[src/rtl/esfa_pkg.sv]
// Shared opcode, selector and state definitions for the ESFA array controller.
package esfa_pkg;
    localparam logic [3:0] OP_UPDATE       = 4'd0;
    localparam logic [3:0] OP_LOOKUP       = 4'd1;
    localparam logic [3:0] OP_ENCODE       = 4'd2;
    localparam logic [3:0] OP_CONG_UP      = 4'd3;
    localparam logic [3:0] OP_CONG_DOWN    = 4'd4;
    localparam logic [3:0] OP_MARK_AVAIL   = 4'd5;
    localparam logic [3:0] OP_ENRANK       = 4'd6;
    localparam logic [3:0] OP_ENRANGE      = 4'd7;
    localparam logic [3:0] OP_ALLOC_INSERT = 4'd8;

    localparam logic [7:0] SEL_IDLE = 8'hFF;

    typedef enum logic [2:0] {
        ST_IDLE,
        ST_ISSUE,
        ST_WAIT,
        ST_CAPTURE,
        ST_RESP,
        ST_ALLOC_ISSUE2,
        ST_ALLOC_WAIT2,
        ST_ALLOC_CAP2
    } state_e;
endpackage

[src/rtl/esfa_hit_reduce.sv]
// Combinational reduction of per-cell responses: lowest-index hit, popcount,
// and the result/context of the winning cell.
module esfa_hit_reduce #(
    parameter int NUM_CELLS = 8,
    parameter int DATA_W    = 8,
    parameter int CNT_W     = $clog2(NUM_CELLS + 1)
) (
    input  logic [NUM_CELLS-1:0]        cell_bool,
    input  logic [DATA_W*NUM_CELLS-1:0] cell_result,
    input  logic [DATA_W*NUM_CELLS-1:0] cell_context,
    output logic                        hit,
    output logic [7:0]                  hit_cell,
    output logic [CNT_W-1:0]            hit_count,
    output logic [DATA_W-1:0]           hit_value,
    output logic [DATA_W-1:0]           hit_context
);
    always_comb begin
        hit         = 1'b0;
        hit_cell    = '0;
        hit_count   = '0;
        hit_value   = '0;
        hit_context = '0;
        // descending scan: the lowest set index is the last one to write
        for (int i = NUM_CELLS - 1; i >= 0; i--) begin
            if (cell_bool[i]) begin
                hit         = 1'b1;
                hit_cell    = 8'(i);
                hit_value   = cell_result[DATA_W*i +: DATA_W];
                hit_context = cell_context[DATA_W*i +: DATA_W];
            end
        end
        for (int i = 0; i < NUM_CELLS; i++) begin
            hit_count = hit_count + CNT_W'(cell_bool[i]);
        end
    end
endmodule

[src/rtl/esfa_array_controller.sv]
// Command sequencer for the ESFA cell array: issues one broadcast selector per
// host command, reduces the cell responses, and runs allocate-and-insert.
//
// state           | meaning
// ST_IDLE         | cmd_ready high, waiting for a host command
// ST_ISSUE        | selector and operands on the broadcast bus for one edge
// ST_WAIT         | cells present registered outputs; reduction captured on exit
// ST_CAPTURE      | reduction held; decides response or second alloc cycle
// ST_ALLOC_ISSUE2 | update selector with metadata = free cell index
// ST_ALLOC_WAIT2  | update outputs valid; captured on exit
// ST_ALLOC_CAP2   | update result held, response follows
// ST_RESP         | rsp_valid high until rsp_ready
module esfa_array_controller
    import esfa_pkg::*;
#(
    parameter  int NUM_CELLS = 8,
    parameter  int DATA_W    = 8,
    localparam int CNT_W     = $clog2(NUM_CELLS + 1)
) (
    input  logic                        clk,
    input  logic                        rst_n,
    input  logic                        cmd_valid,
    output logic                        cmd_ready,
    input  logic [3:0]                  cmd_op,
    input  logic [DATA_W-1:0]           cmd_index,
    input  logic [DATA_W-1:0]           cmd_value,
    input  logic [DATA_W-1:0]           cmd_metadata,
    input  logic                        cmd_is_meta,
    output logic [7:0]                  cell_selector,
    output logic [DATA_W-1:0]           cell_index,
    output logic [DATA_W-1:0]           cell_value,
    output logic [DATA_W-1:0]           cell_metadata,
    output logic                        cell_is_meta,
    input  logic [NUM_CELLS-1:0]        cell_bool,
    input  logic [DATA_W*NUM_CELLS-1:0] cell_result,
    input  logic [DATA_W*NUM_CELLS-1:0] cell_context,
    output logic                        rsp_valid,
    input  logic                        rsp_ready,
    output logic                        rsp_hit,
    output logic [7:0]                  rsp_cell,
    output logic [CNT_W-1:0]            rsp_count,
    output logic [DATA_W-1:0]           rsp_value,
    output logic [DATA_W-1:0]           rsp_context,
    output logic                        rsp_err
);
    state_e              state_q, state_d;
    logic [3:0]          op_q, op_d;
    logic                cmd_ready_q, cmd_ready_d;
    logic [7:0]          sel_q, sel_d;
    logic [DATA_W-1:0]   cell_index_q, cell_index_d, cell_value_q, cell_value_d;
    logic [DATA_W-1:0]   cell_metadata_q, cell_metadata_d;
    logic                cell_is_meta_q, cell_is_meta_d;
    logic                rsp_valid_q, rsp_valid_d, rsp_hit_q, rsp_hit_d, rsp_err_q, rsp_err_d;
    logic [7:0]          rsp_cell_q, rsp_cell_d;
    logic [CNT_W-1:0]    rsp_count_q, rsp_count_d;
    logic [DATA_W-1:0]   rsp_value_q, rsp_value_d, rsp_context_q, rsp_context_d;

    logic                red_hit;
    logic [7:0]          red_cell;
    logic [CNT_W-1:0]    red_count;
    logic [DATA_W-1:0]   red_value, red_context, f_value, f_context;

    esfa_hit_reduce #(.NUM_CELLS(NUM_CELLS), .DATA_W(DATA_W), .CNT_W(CNT_W)) u_reduce (
        .cell_bool   (cell_bool),
        .cell_result (cell_result),
        .cell_context(cell_context),
        .hit         (red_hit),
        .hit_cell    (red_cell),
        .hit_count   (red_count),
        .hit_value   (red_value),
        .hit_context (red_context)
    );

    // after the update cycle the response reports the allocated cell, not the lowest hit
    always_comb begin
        f_value   = '0;
        f_context = '0;
        for (int i = 0; i < NUM_CELLS; i++) begin
            if (rsp_cell_q == 8'(i)) begin
                f_value   = cell_result[DATA_W*i +: DATA_W];
                f_context = cell_context[DATA_W*i +: DATA_W];
            end
        end
    end

    always_comb begin
        state_d         = state_q;
        op_d            = op_q;
        cmd_ready_d     = 1'b0;
        sel_d           = SEL_IDLE;
        cell_index_d    = cell_index_q;
        cell_value_d    = cell_value_q;
        cell_metadata_d = cell_metadata_q;
        cell_is_meta_d  = cell_is_meta_q;
        rsp_valid_d     = rsp_valid_q;
        rsp_hit_d       = rsp_hit_q;
        rsp_cell_d      = rsp_cell_q;
        rsp_count_d     = rsp_count_q;
        rsp_value_d     = rsp_value_q;
        rsp_context_d   = rsp_context_q;
        rsp_err_d       = rsp_err_q;
        case (state_q)
            ST_IDLE: begin
                cmd_ready_d = 1'b1;
                if (cmd_valid) begin
                    cmd_ready_d     = 1'b0;
                    op_d            = cmd_op;
                    cell_index_d    = cmd_index;
                    cell_value_d    = cmd_value;
                    cell_metadata_d = cmd_metadata;
                    cell_is_meta_d  = cmd_is_meta;
                    rsp_hit_d       = 1'b0;
                    rsp_cell_d      = '0;
                    rsp_count_d     = '0;
                    rsp_value_d     = '0;
                    rsp_context_d   = '0;
                    rsp_err_d       = 1'b0;
                    if (cmd_op > OP_ALLOC_INSERT) begin
                        rsp_err_d   = 1'b1;
                        rsp_valid_d = 1'b1;
                        state_d     = ST_RESP;
                    end else begin
                        sel_d   = (cmd_op == OP_ALLOC_INSERT) ? 8'(OP_MARK_AVAIL) : 8'(cmd_op[2:0]);
                        state_d = ST_ISSUE;
                    end
                end
            end
            ST_ISSUE: state_d = ST_WAIT;
            ST_WAIT: begin
                rsp_hit_d     = red_hit;
                rsp_cell_d    = red_cell;
                rsp_count_d   = red_count;
                rsp_value_d   = red_value;
                rsp_context_d = red_context;
                state_d       = ST_CAPTURE;
            end
            ST_CAPTURE: begin
                if (op_q == OP_ALLOC_INSERT && rsp_hit_q) begin
                    sel_d           = 8'(OP_UPDATE);
                    cell_metadata_d = rsp_cell_q;
                    cell_is_meta_d  = 1'b1;
                    state_d         = ST_ALLOC_ISSUE2;
                end else begin
                    rsp_err_d   = (op_q == OP_ALLOC_INSERT);
                    rsp_valid_d = 1'b1;
                    state_d     = ST_RESP;
                end
            end
            ST_ALLOC_ISSUE2: state_d = ST_ALLOC_WAIT2;
            ST_ALLOC_WAIT2: begin
                rsp_hit_d     = red_hit;
                rsp_count_d   = red_count;
                rsp_value_d   = f_value;
                rsp_context_d = f_context;
                state_d       = ST_ALLOC_CAP2;
            end
            ST_ALLOC_CAP2: begin
                rsp_valid_d = 1'b1;
                state_d     = ST_RESP;
            end
            ST_RESP: begin
                if (rsp_ready) begin
                    rsp_valid_d = 1'b0;
                    cmd_ready_d = 1'b1;
                    state_d     = ST_IDLE;
                end
            end
            default: begin
                cmd_ready_d = 1'b1;
                state_d     = ST_IDLE;
            end
        endcase
    end

    always_ff @(posedge clk or negedge rst_n) begin
        if (!rst_n) begin
            state_q         <= ST_IDLE;
            op_q            <= '0;
            cmd_ready_q     <= 1'b1;
            sel_q           <= SEL_IDLE;
            cell_index_q    <= '0;
            cell_value_q    <= '0;
            cell_metadata_q <= '0;
            cell_is_meta_q  <= 1'b0;
            rsp_valid_q     <= 1'b0;
            rsp_hit_q       <= 1'b0;
            rsp_cell_q      <= '0;
            rsp_count_q     <= '0;
            rsp_value_q     <= '0;
            rsp_context_q   <= '0;
            rsp_err_q       <= 1'b0;
        end else begin
            state_q         <= state_d;
            op_q            <= op_d;
            cmd_ready_q     <= cmd_ready_d;
            sel_q           <= sel_d;
            cell_index_q    <= cell_index_d;
            cell_value_q    <= cell_value_d;
            cell_metadata_q <= cell_metadata_d;
            cell_is_meta_q  <= cell_is_meta_d;
            rsp_valid_q     <= rsp_valid_d;
            rsp_hit_q       <= rsp_hit_d;
            rsp_cell_q      <= rsp_cell_d;
            rsp_count_q     <= rsp_count_d;
            rsp_value_q     <= rsp_value_d;
            rsp_context_q   <= rsp_context_d;
            rsp_err_q       <= rsp_err_d;
        end
    end

    assign cmd_ready     = cmd_ready_q;
    assign cell_selector = sel_q;
    assign cell_index    = cell_index_q;
    assign cell_value    = cell_value_q;
    assign cell_metadata = cell_metadata_q;
    assign cell_is_meta  = cell_is_meta_q;
    assign rsp_valid     = rsp_valid_q;
    assign rsp_hit       = rsp_hit_q;
    assign rsp_cell      = rsp_cell_q;
    assign rsp_count     = rsp_count_q;
    assign rsp_value     = rsp_value_q;
    assign rsp_context   = rsp_context_q;
    assign rsp_err       = rsp_err_q;
endmodule

[config.mk]
export PLATFORM = sky130hd
export DESIGN_NAME = esfa_array_controller
export DESIGN_NICKNAME = d
export VERILOG_FILES = /design/src/rtl/esfa_pkg.sv /design/src/rtl/esfa_hit_reduce.sv /design/src/rtl/esfa_array_controller.sv
export SDC_FILE = /design/constraint.sdc
export NUM_CORES = 1
export LEC_CHECK = 0
export CAP_MARGIN = 20
export CORE_MARGIN = 2
export CORE_UTILIZATION = 55
export CTS_BUF_LIST = sky130_fd_sc_hd__clkbuf_8
export CTS_CLUSTER_DIAMETER = 60
export DETAILED_ROUTE_END_ITERATION = 10
export DONT_BUFFER_PORTS = 1
export PLACE_DENSITY = 0.68
export SYNTH_ARGS = -nofsm -noshare
export SYNTH_HDL_FRONTEND = slang
export SYNTH_SLANG_ARGS = --single-unit
[constraint.sdc]
create_clock -name clk -period 4.48 [get_ports clk]
set_input_delay 1.12 -clock clk [delete_from_list [all_inputs] [get_ports clk]]
set_output_delay 1.12 -clock clk [all_outputs]
set_load 0.1 [all_outputs]
## After elaboration in Yosys (flattened, before gate mapping)

Cells that the tools add are included.

| word-level totals | value |
|---|---|
| flip-flop bits (word level) | 72 |
| input bits | 169 |
| output and inout bits | 65 |
| word-level logic and storage cells | 145 |

| operators by class | value |
|---|---|
| add/subtract/negate cells | 7 |
| $lt $le $gt $ge | 1 |
| eq/ne operators | 21 |
| mux-type cells | 84 |
| reductions and logical operators | 17 |

Operator list:

| kind | number |
|---|---|
| 8-bit 2-to-1 mux | 38 |
| 8-bit case mux with 2 select lines | 3 |
| 8-bit case mux with 3 select lines | 2 |
| 3-bit 2-to-1 mux | 12 |
| 8-bit by 3-bit == test with 1-bit output, second input constant | 4 |
| 4-bit by 1-bit adder with 4-bit output | 6 |
| 3-bit case mux with 8 select lines | 1 |
| 1-bit 2-to-1 mux | 21 |
| 8-bit by 2-bit == test with 1-bit output, second input constant | 2 |
| 3-bit == test, second input constant | 4 |
| 2-bit inequality test, second input constant | 5 |
| 2-bit AND reduction | 5 |
| 4-bit == test, second input constant | 2 |
| 8-bit by 1-bit == test with 1-bit output, second input constant | 1 |
| 8-bit zero test | 1 |
| 1-bit case mux with 2 select lines | 4 |
| 4-bit case mux with 2 select lines | 1 |
| 3-bit by 2-bit == test with 1-bit output, second input constant | 2 |
| 3-bit AND reduction | 2 |
| 2-bit nonzero test | 3 |
| 5-bit AND reduction | 1 |
| 4-bit > comparator, second input constant | 1 |
| 4-bit 2-to-1 mux | 1 |
| 1-bit case mux with 4 select lines | 1 |
| other kinds (7) | 7 |

## Logic depth before layout (Yosys ltp)

Gate-level depths: netlist of the first run.

| logic depth | value |
|---|---|
| word-level depth | 10 |
| gate-level depth with buffers | 9 |
| mapped depth without buffers | 9 |

## Cells and area by module

A second synthesis of the first run with hierarchy kept.

| second synthesis, totals | value |
|---|---|
| cells, all modules | 523 |
| area, all modules | 5017.3 um^2 |

By module, submodules not included:

| module | instances | cells each | area an instance (um^2) | seq. area each (um^2) |
|---|---|---|---|---|
| esfa_array_controller | 1 | 353 | 3821.2 | 1707.9 |
| esfa_hit_reduce | 1 | 170 | 1196.1 | 0.0 |

## Worst setup path after synthesis of the first run

Ideal clock, no wire load.

| timing | value |
|---|---|
| path type | input-to-reg |
| start point | in cell_bool[2] |
| end point | reg rsp_count_q[1], in the netlist rsp_count[1] |
| setup time | 123 ps |
| data arrival time | 3439 ps |
| data required time | 4357 ps |
| slack | 918 ps |
| stages on the path | 8 |
| path buffers | 1 |
| cell sequence | clkinv_1 buf_6 fa_1 fa_1 fa_1 inv_1 fa_1 a22o_1 |

| between the ends | value |
|---|---|
| cells in the longest elaborated chain, start to end | 7 |

Ends and longest elaborated chain:

| element | RTL line | source |
|---|---|---|
| start, declared | esfa_array_controller.sv:34 | `input logic [NUM_CELLS-1:0] cell_bool,` |
| 4-bit by 1-bit adder with 4-bit output (6 in series) | esfa_hit_reduce.sv:33 | `hit_count = hit_count + CNT_W'(cell_bool[i]);` |
| 4-bit case mux with 2 select lines | esfa_array_controller.sv:102 | `case (state_q)` |
| end signal, assigned | esfa_array_controller.sv:204 | `rsp_count_q <= rsp_count_d;` |
| end, declared | esfa_array_controller.sv:55 | `logic [CNT_W-1:0] rsp_count_q, rsp_count_d;` |

Every way passes these cells.
A chain may end at the register's enable or synchronous reset.

## Final worst setup path of the first run

Ends and elaborated chain as after synthesis.

==> results of run 1 <==
## sequential cells by signal, indices dropped and copies added (netlist names)
name and flops:
cell_metadata 8, rsp_err 1, cmd_ready 1, rsp_value 8, state_q 3, rsp_valid 1
rsp_cell 3, rsp_context 8, op_q 4, rsp_count 4, cell_index 8, cell_is_meta 1
cell_value 8, cell_selector 4, rsp_hit 1
## worst max path at each step
stage                      start           end  slack [ns]  cells past startpoint
floorplan           cell_bool[2]  rsp_count[1]        0.92                      8
global placement    cell_bool[2]  rsp_count[1]        0.97                      8
detailed placement  cell_bool[2]  rsp_count[1]        0.90                      8
CTS                 cell_bool[2]  rsp_count[1]        1.27                      8
global route        cell_bool[0]  rsp_count[1]        1.19                      8
finish              cell_bool[2]  rsp_count[1]        1.26                      8
## cells by family after synthesis
family / count (synthesis) / synth area share [%]
AOI/OAI and AO/OA: 197 / 27.34
xor gates and xnor gates: 2 / 0.3506
adders and majority gates: 7 / 2.354
buffers and inverters: 79 / 11.04
DFF: 63 / 31.67
muxes: 43 / 11.17
other: 1 / 0.07504
and+or+nand+nor: 176 / 16.00
## worst max-delay path, stage by stage
cell	delay, ns
clkinv_1	0.04
buf_4	0.21
fa_1	0.56
fa_1	0.44
fa_1	0.38
inv_1	0.11
fa_1	0.40
a22o_1	0.21
## metrics by stage
stage / util (%) / total power, uW / hold WS (ns)
2_1_floorplan: - / 3745 / 0.4376
3_3_place_gp: 53.84 / 3930 / 0.4591
3_5_place_dp: 53.84 / 3982 / 0.4586
4_1_cts: 56.47 / 4544 / 0.4478
5_1_grt: 56.47 / 4757 / 0.4394
6_report: 56.47 / 4546 / 0.4640
## cell usage in the layout (no fill, tap or decap), types with 2 or more instances in the layout
cell type / Yosys / routed
o22ai_1: 26 / 26
or2_2: 2 / 2
clkinvlp_4: 0 / 2
conb_1: 1 / 5
a31oi_1: 5 / 5
nor2_1: 29 / 29
clkbuf_8: 16 / 10
bufinv_16: 0 / 2
nand2_1: 86 / 86
dfrtp_2: 0 / 2
mux2_2: 2 / 2
buf_4: 10 / 5
a222oi_1: 5 / 5
ha_1: 3 / 3
mux2i_1: 31 / 31
fa_1: 4 / 4
inv_1: 17 / 17
a21oi_1: 41 / 41
o31ai_1: 18 / 18
clkinv_1: 3 / 3
nor2b_1: 10 / 10
a221o_1: 14 / 14
nand2b_1: 6 / 6
a221oi_2: 3 / 3
dfstp_2: 5 / 4
a221o_2: 7 / 7
nor4b_1: 2 / 2
o21ai_0: 40 / 40
nand3_1: 12 / 12
o21a_1: 11 / 11
and3_1: 3 / 3
dfrtp_1: 58 / 55
nor3_1: 17 / 17
mux4_2: 10 / 10
o41ai_1: 2 / 2
nand3b_1: 2 / 2
a221oi_1: 20 / 20
a211oi_1: 3 / 3
## cell type report
class / count / share of cell area, %
clock buffer: 10 / 2.781
clock inverter: 6 / 1.871
inverter: 20 / 1.517
multi-input combinational: 430 / 58.15
sequential: 63 / 32.19
tap: 108 / 2.731
timing repair buffer: 5 / 0.7585
## layer usage
layer | up-vias | share of wire, % | global-route usage [%]
li1 | 2024 | - | -
met1 | 2132 | 39 | 40.04
met2 | 308 | 46 | 47.09
met3 | 28 | 12 | 9.768
met4 | 0 | 2.2 | 8.957
met5 | - | 0 | 0
## power breakdown
| group | total (uW) | leakage [uW] | internal, uW | switching [uW] |
|---|---|---|---|---|
| clock network | 566 | 0.000109 | 331 | 235 |
| logic | 1290 | 0.00112 | 568 | 723 |
| registers | 2690 | 0.000769 | 795 | 1890 |
| total | 4550 | 0.00200 | 1690 | 2850 |
==> flow_summary_export.csv, run 1 <==
group,metric,value,unit
floorplanning,dieHeight,99.32,microns
layout,n_antenna_cell,0,
timing,post-route-min-period,3.225,ns
grt,antenna_found_initial,0,
setup_path,rrSetupSlack,1.97,ns
cts,cts_root_buf,"clkbuf_8",
detailed_routing,ant_nets,0,
logic_synthesis,yosysSeqAreaShare,31.67,%
power_and_ir_drop,leakagePower,0.001997,uW
floorplanning,rows,34,
layout,drive_gt1_share,10.30,%
setup_path,worst_ep_required_time,4.71,ns
grt,grt_max_degree,64,
logic_synthesis,syn-instance-count,568,
logic_synthesis,yosysTopAreaCellShare,29.04,%
place,post_dp_cell_area,4718,sq um
timing,skew,0.01003,ns
setup_path,crit_type,"in2reg",
place,port_buffers,0,
timing,rsz0062_at_grt,"no",
logic_synthesis,synth.most_common_cell,"nand2_1",
logic_synthesis,synth-edff-count,0,
place,dpl.cell_count,626,
layout,n_fill_cell,828,
setup_path,reg2reg_from,"rsp_cell[1]",
timing,max_freq,310.1,MHz
floorplanning,core_area,8763,sq um
floorplanning,die_width,99.32,microns
floorplanning,die-area,9864,sq um
timing,finalSetupViolCount,0,
grt,gr-total-overflow,0,
logic_synthesis,synth_ff_type,"dfrtp_1",
logic_synthesis,synth_seq_cells,63,
detailed_routing,first_pass_iters,5,
cts,cts_buffers,9,
layout,multiInputGateArea,2878,sq um
timing,worst_pin_slew,1.111,ns
setup_path,cp-start-kind,"input port",
setup_path,endpoint_kind,"flop",
timing,maxSlewHeadroom,25.94,%
logic_synthesis,synthTopCellsByArea,"dfrtp_1, nand2_1, mux2i_1, mux4_2, clkbuf_8",
cts,clock_sinks,63,
logic_synthesis,yosysTopAreaCell,"dfrtp_1",
cts,cts_max_level,3,
detailed_routing,drt-vias-per-instance,6.997,
logic_synthesis,ys_types,53,
detailed_routing,drc_errors,0,
floorplanning,start_util,57.02,%
detailed_routing,totalWireLength,15170,microns
logic_synthesis,ys_warn_count,0,
timing,finalCritPeriodShare,71.98,%
detailed_routing,num_vias,4492,
layout,register_area,1593,sq um
detailed_routing,wl_per_cell,23.63,microns
cts,insertion_delay,0.34,ns
timing,drv_slew,0,
logic_synthesis,synth_common_cells,"nand2_1, dfrtp_1, a21oi_1",
cts,tritoncts,"built",
grt,first_global_vias,4446,
flow_run,cap_violations,0,
timing,setup_slack,1.255,ns
cts,cts_resized,0,
layout,areaGrowthSynthToFinish,-0.9764,%
setup_path,rr_worst_depth,4,
setup_path,worstReg2RegEnd,"rsp_context[6]",
layout,layout.nets,705,
logic_synthesis,synthArstFlopShare,100.0,%
layout,fin_cells,642,
timing,setup-tns-final,0,ns
cts,cts_hold_buf,0,
place,place_hpwl,11170,microns
grt,grt.total_usage,30.06,%
run_status,status,"finished clean",
grt,grt_pass1_wl,23490,microns
power_and_ir_drop,power_density,918.7,nW/um^2
detailed_routing,drt_iter0_markers,393,
setup_path,arrival,3.46,ns
setup_path,crit_fanout,17,
place,gp_congestion,1.021,
cts,post-cts-setup-buffer-count,0,
power_and_ir_drop,irDropWorstVdd,306.5,uV
cts,clock_path_buffers,2,
logic_synthesis,syn_area,4997,sq um
layout,stdcell_area,4949,sq um
place,dp_slack,0.9041,ns
hold_path,holdCritPathClass,"in2async",
timing,hold_violations,0,
cts,clk_pin_slew,0.08,ns
logic_synthesis,syn_avg_cell_area,8.798,sq um
floorplanning,ios,234,
No activity file was read; power rests on OpenSTA's default activity.
==> run 2, diff against run 1 <==
==> constraint.sdc (replaced) <==
create_clock -name clk -period 3.2 [get_ports clk]
set_input_delay 0.8 -clock clk [delete_from_list [all_inputs] [get_ports clk]]
set_output_delay 0.8 -clock clk [all_outputs]
set_load 0.1 [all_outputs]
==> flow_summary_export.csv, run 2 (same netlist as run 1, synthesis figures left out) <==
group,metric,value,unit
hold_path,holdCritPathClass,"in2async",
detailed_routing,num_vias,4448,
floorplanning,rows,34,
timing,drv_slew,0,
detailed_routing,drt-vias-per-instance,6.885,
layout,final_common_cell,"nand2_1",
grt,grt_pass1_wl,23120,microns
timing,maxSlewHeadroom,32.21,%
cts,cts_max_level,3,
place,post_dp_cell_area,4763,sq um
layout,n_antenna_cell,0,
layout,final_cell_mix,"nand2_1, dfrtp_1, a21oi_1",
cts,tritoncts,"built",
detailed_routing,ant_nets,0,
detailed_routing,wl_per_cell,23.80,microns
floorplanning,start_util,57.02,%
setup_path,worst_ep_required_time,3.43,ns
cts,cts_buffers,9,
floorplanning,dieHeight,99.32,microns
grt,grt_use_met3,9.065,%
grt,first_global_vias,4306,
setup_path,cpMaxStageDelayCell,"fa_1",
timing,finalCritPeriodShare,91.07,%
setup_path,critical_path.most_common_cell,"fa_1",
floorplanning,die-area,9864,sq um
timing,worst_pin_slew,1.017,ns
timing,max_freq,343.2,MHz
cts,clk_pin_slew,0.07,ns
grt,grt_max_degree,64,
floorplanning,core_area,8763,sq um
layout,areaGrowthSynthToFinish,-0.5257,%
cts,clock_path_buffers,2,
timing,hold_violations,0,
floorplanning,die_width,99.32,microns
setup_path,cp.buffers_inverters,2,
cts,cts_resized,0,
power_and_ir_drop,total_power,6314,uW
setup_path,path_delay_family,"adder cells",
cts,insertion_delay,0.34,ns
setup_path,slowest_delay,0.50,ns
setup_path,crit_fanout,36,
layout,drive_gt1_share,11.34,%
setup_path,critical_path.cell_chain,"ha_1, inv_1, fa_1, fa_1, fa_1, inv_1, fa_1, a22o_1",
layout,stdcell_area,4971,sq um
place,gp_congestion,1.010,
run_status,status,"finished clean",
grt,antenna_found_initial,0,
grt,busiest_layer,"met2",
timing,skew,0.005949,ns
detailed_routing,first_pass_iters,5,
timing,setup-tns-final,0,ns
cts,post-cts-setup-buffer-count,0,
grt,grt.total_usage,30.07,%
place,place_hpwl,11400,microns
grt,gr-total-overflow,0,
detailed_routing,drt_iter0_markers,319,
cts,clock_sinks,63,
timing,rsz0062_at_grt,"no",
grt,met2_usage,46.26,%
detailed_routing,drc_errors,0,
grt,grtUsageMet1,40.64,%
cts,cts_hold_buf,0,
setup_path,arrival,3.15,ns
layout,layout.nets,709,
power_and_ir_drop,leakagePower,0.002014,uW
timing,finalSetupViolCount,0,
detailed_routing,totalWireLength,15380,microns
power_and_ir_drop,irDropWorstVdd,544.7,uV
setup_path,crit_type,"in2reg",
cts,cts_root_buf,"clkbuf_8",
setup_path,cp-start-kind,"input port",
place,port_buffers,0,
timing,post-route-min-period,2.914,ns
floorplanning,ios,234,
power_and_ir_drop,power_density,1270,nW/um^2
setup_path,endpoint_kind,"flop",
flow_run,cap_violations,0,
==> run 2: cell count changes in the layout (fill, tap and decap cells not counted), sizes merged <==
cell / change
inv: -1
bufinv: -1
clkinvlp: +1
buf: +4
clkinv: +1
==> run 2: layer usage <==
metal	up-vias	routed length (microns)
met5	-	0
met4	0	320
met1	2111	6109
met2	275	7206
met3	23	1741
li1	2039	-
==> run 2: layout make-up <==
type | instances | area (sq um)
sequential | 63 | 1593
timing repair buffer | 9 | 80.08
clock buffer | 10 | 137.6
fill | 803 | 3792
clock inverter | 6 | 70.07
tap | 108 | 135.1
inverter | 20 | 77.57
multi-input combinational | 430 | 2878
==> run 2: final timing paths <==
check / depth (start not counted) / startpoint / to / slack (ns)
worst max-delay path: 8 / cell_bool[0] / rsp_count[1] / 0.29
worst min-delay path: 0 / rst_n / cell_index[5] / 0.15
worst max register to register: 3 / state_q[1] / rsp_value[6] / 0.88
worst min register to register: 2 / op_q[2] / op_q[2] / 0.49
max in group asynchronous: 0 / rst_n / cell_selector[1] / 2.86
min in group clk: 2 / op_q[2] / op_q[2] / 0.49
==> run 2: where the power goes <==
part | internal (uW) | leakage (uW) | switching [uW]
registers | 1110 | 0.000769 | 2600
logic | 814 | 0.00115 | 1080
clock network | 383 | 0.0000947 | 331
total | 2310 | 0.00201 | 4010
==> run 2: per-stage QoR <==
stage	std cells	setup slack [ns]	utilization (%)	hold WS (ns)
detailed placement	630	-0.06283	54.35	0.4752
floorplan	572	0.04501	-	0.4376
global route	646	0.2340	56.72	0.1137
finish	646	0.2859	56.72	0.1456
global placement	630	0.01155	54.35	0.4619
CTS	646	0.3016	56.72	0.1270
==> run 3, diff against run 2 <==
--- a/config.mk
+++ b/config.mk
@@ -10,9 +10,11 @@
 export CORE_UTILIZATION = 55
 export CTS_BUF_LIST = sky130_fd_sc_hd__clkbuf_8
 export CTS_CLUSTER_DIAMETER = 60
+export CTS_CLUSTER_SIZE = 10
 export DETAILED_ROUTE_END_ITERATION = 10
 export DONT_BUFFER_PORTS = 1
 export PLACE_DENSITY = 0.68
+export REMOVE_ABC_BUFFERS = 1
 export SYNTH_ARGS = -nofsm -noshare
 export SYNTH_HDL_FRONTEND = slang
 export SYNTH_SLANG_ARGS = --single-unit
==> flow_summary_export.csv, run 3 (same netlist as run 1, synthesis figures left out) <==
group,metric,value,unit
grt,grt_pass1_wl,24410,microns
detailed_routing,drc_errors,0,
setup_path,reg2reg_from,"state_q[1]",
timing,finalSetupViolCount,0,
grt,grt_max_degree,64,
timing,hold_violations,0,
setup_path,worst_ep_required_time,3.43,ns
cts,clock_sinks,63,
floorplanning,rows,34,
cts,post-cts-setup-buffer-count,0,
place,port_buffers,0,
layout,final_cell_mix,"nand2_1, dfrtp_1, a21oi_1",
floorplanning,dieHeight,99.32,microns
cts,cts_max_level,3,
timing,skew,0.01180,ns
cts,clk_pin_slew,0.08,ns
timing,drv_slew,0,
grt,first_global_vias,4766,
floorplanning,ios,234,
layout,n_antenna_cell,0,
power_and_ir_drop,p_comb_share,30.7,%
cts,cts_resized,0,
detailed_routing,first_pass_iters,5,
layout,drive_gt1_share,10.95,%
hold_path,holdCritPathClass,"in2async",
detailed_routing,num_vias,4603,
timing,setup_slack,0.2609,ns
timing,rsz0062_at_grt,"no",
timing,worst_pin_slew,1.053,ns
floorplanning,die_width,99.32,microns
timing,finalCritPeriodShare,91.85,%
timing,maxSlewHeadroom,29.78,%
setup_path,endpoint_kind,"flop",
setup_path,rr_worst_depth,3,
setup_path,crit_type,"in2reg",
floorplanning,core_area,8763,sq um
power_and_ir_drop,switching_share,62.95,%
flow_run,cap_violations,0,
cts,cts_buffers,9,
setup_path,rrSetupSlack,0.84,ns
detailed_routing,totalWireLength,15690,microns
place,gp_congestion,0.8529,
grt,grt.total_usage,31.52,%
cts,insertion_delay,0.35,ns
setup_path,cp-start-kind,"input port",
cts,cts_root_buf,"clkbuf_8",
power_and_ir_drop,power_density,1267,nW/um^2
power_and_ir_drop,leakagePower,0.002027,uW
floorplanning,die-area,9864,sq um
power_and_ir_drop,clkPwrFrac,11.3,%
layout,layout.nets,711,
power_and_ir_drop,internal_power,2335,uW
layout,fin_cells,647,
detailed_routing,ant_nets,0,
place,dp_slack,-0.05912,ns
cts,clock_path_buffers,2,
timing,max_freq,340.2,MHz
layout,final_common_cell,"nand2_1",
cts,tritoncts,"built",
grt,gr-total-overflow,0,
power_and_ir_drop,p_switching,3968,uW
grt,antenna_found_initial,0,
floorplanning,start_util,57.02,%
power_and_ir_drop,irDropWorstVdd,539.7,uV
power_and_ir_drop,p_seq_share,58.0,%
place,place_hpwl,10720,microns
detailed_routing,wl_per_cell,24.25,microns
setup_path,worstReg2RegEnd,"rsp_cell[1]",
timing,post-route-min-period,2.939,ns
place,dpl.cell_count,632,
detailed_routing,drt_iter0_markers,318,
cts,cts_hold_buf,0,
layout,areaGrowthSynthToFinish,-0.4757,%
detailed_routing,drt-vias-per-instance,7.114,
setup_path,crit_fanout,36,
run_status,status,"finished clean",
setup_path,arrival,3.17,ns
[run 3: changes by cell type in the layout (fill, tap and decap cells not counted)]
cell	previous run	this run
buf_4	8	10
clkbuf_8	10	11
inv_1	17	18
clkinv_2	2	1
clkinv_1	1	3
clkinv_4	2	0
clkinvlp_4	3	1
[run 3: worst max path at each step]
stage                       startpoint             end  slack, ns  depth (start not counted)
after floorplan            rsp_cell[1]  rsp_context[5]      -0.33                          4
after global placement    cell_bool[0]    rsp_count[1]       0.01                          8
after detailed placement  cell_bool[0]    rsp_count[1]      -0.06                          8
after CTS                 cell_bool[0]    rsp_count[1]       0.31                          8
after global routing      cell_bool[0]    rsp_count[1]       0.21                          8
final                     cell_bool[0]    rsp_count[1]       0.26                          8
[run 3: metrics by stage]
stage                     total power [uW]  util [%]  TNS (ns)  hold slack (ns)  area [sq um]
after floorplan                       5107         -    -3.526           0.4376          4536
after global placement                5526     54.50         0           0.4588          4776
after detailed placement              5602     54.50  -0.05912           0.4722          4776
after CTS                             6306     56.75         0           0.1325          4974
after global routing                  6593     56.75         0           0.1226          4974
final                                 6303     56.75         0           0.1400          4974
[run 3: cell type report]
| cell class | instances | area, sq um |
|---|---|---|
| fill | 818 | 3790 |
| multi-input combinational | 430 | 2878 |
| sequential | 63 | 1593 |
| clock buffer | 11 | 151.4 |
| tap | 108 | 135.1 |
| timing repair buffer | 11 | 95.09 |
| inverter | 20 | 75.07 |
| clock inverter | 4 | 46.29 |
[run 3: critical path, stage by stage]
cell	delay, ns
ha_1	0.28
inv_1	0.09
fa_1	0.44
fa_1	0.46
fa_1	0.38
inv_1	0.10
fa_1	0.40
a22o_1	0.21
[run 3: power groups by stage]
stage | Clock [uW] | Combinational, uW | Sequential [uW]
after floorplan | 0 | 1330 | 3780
after global placement | 0 | 1880 | 3650
after detailed placement | 0 | 1940 | 3670
after CTS | 723 | 1930 | 3650
after global routing | 759 | 2130 | 3710
final | 713 | 1940 | 3650
[run 3: per-layer routing]
metal  track usage, %  wire length [microns]
met2            52.60                   7615
met1            37.34                   5878
met4            13.59                    427
met5                0                      0
met3            10.26                   1765
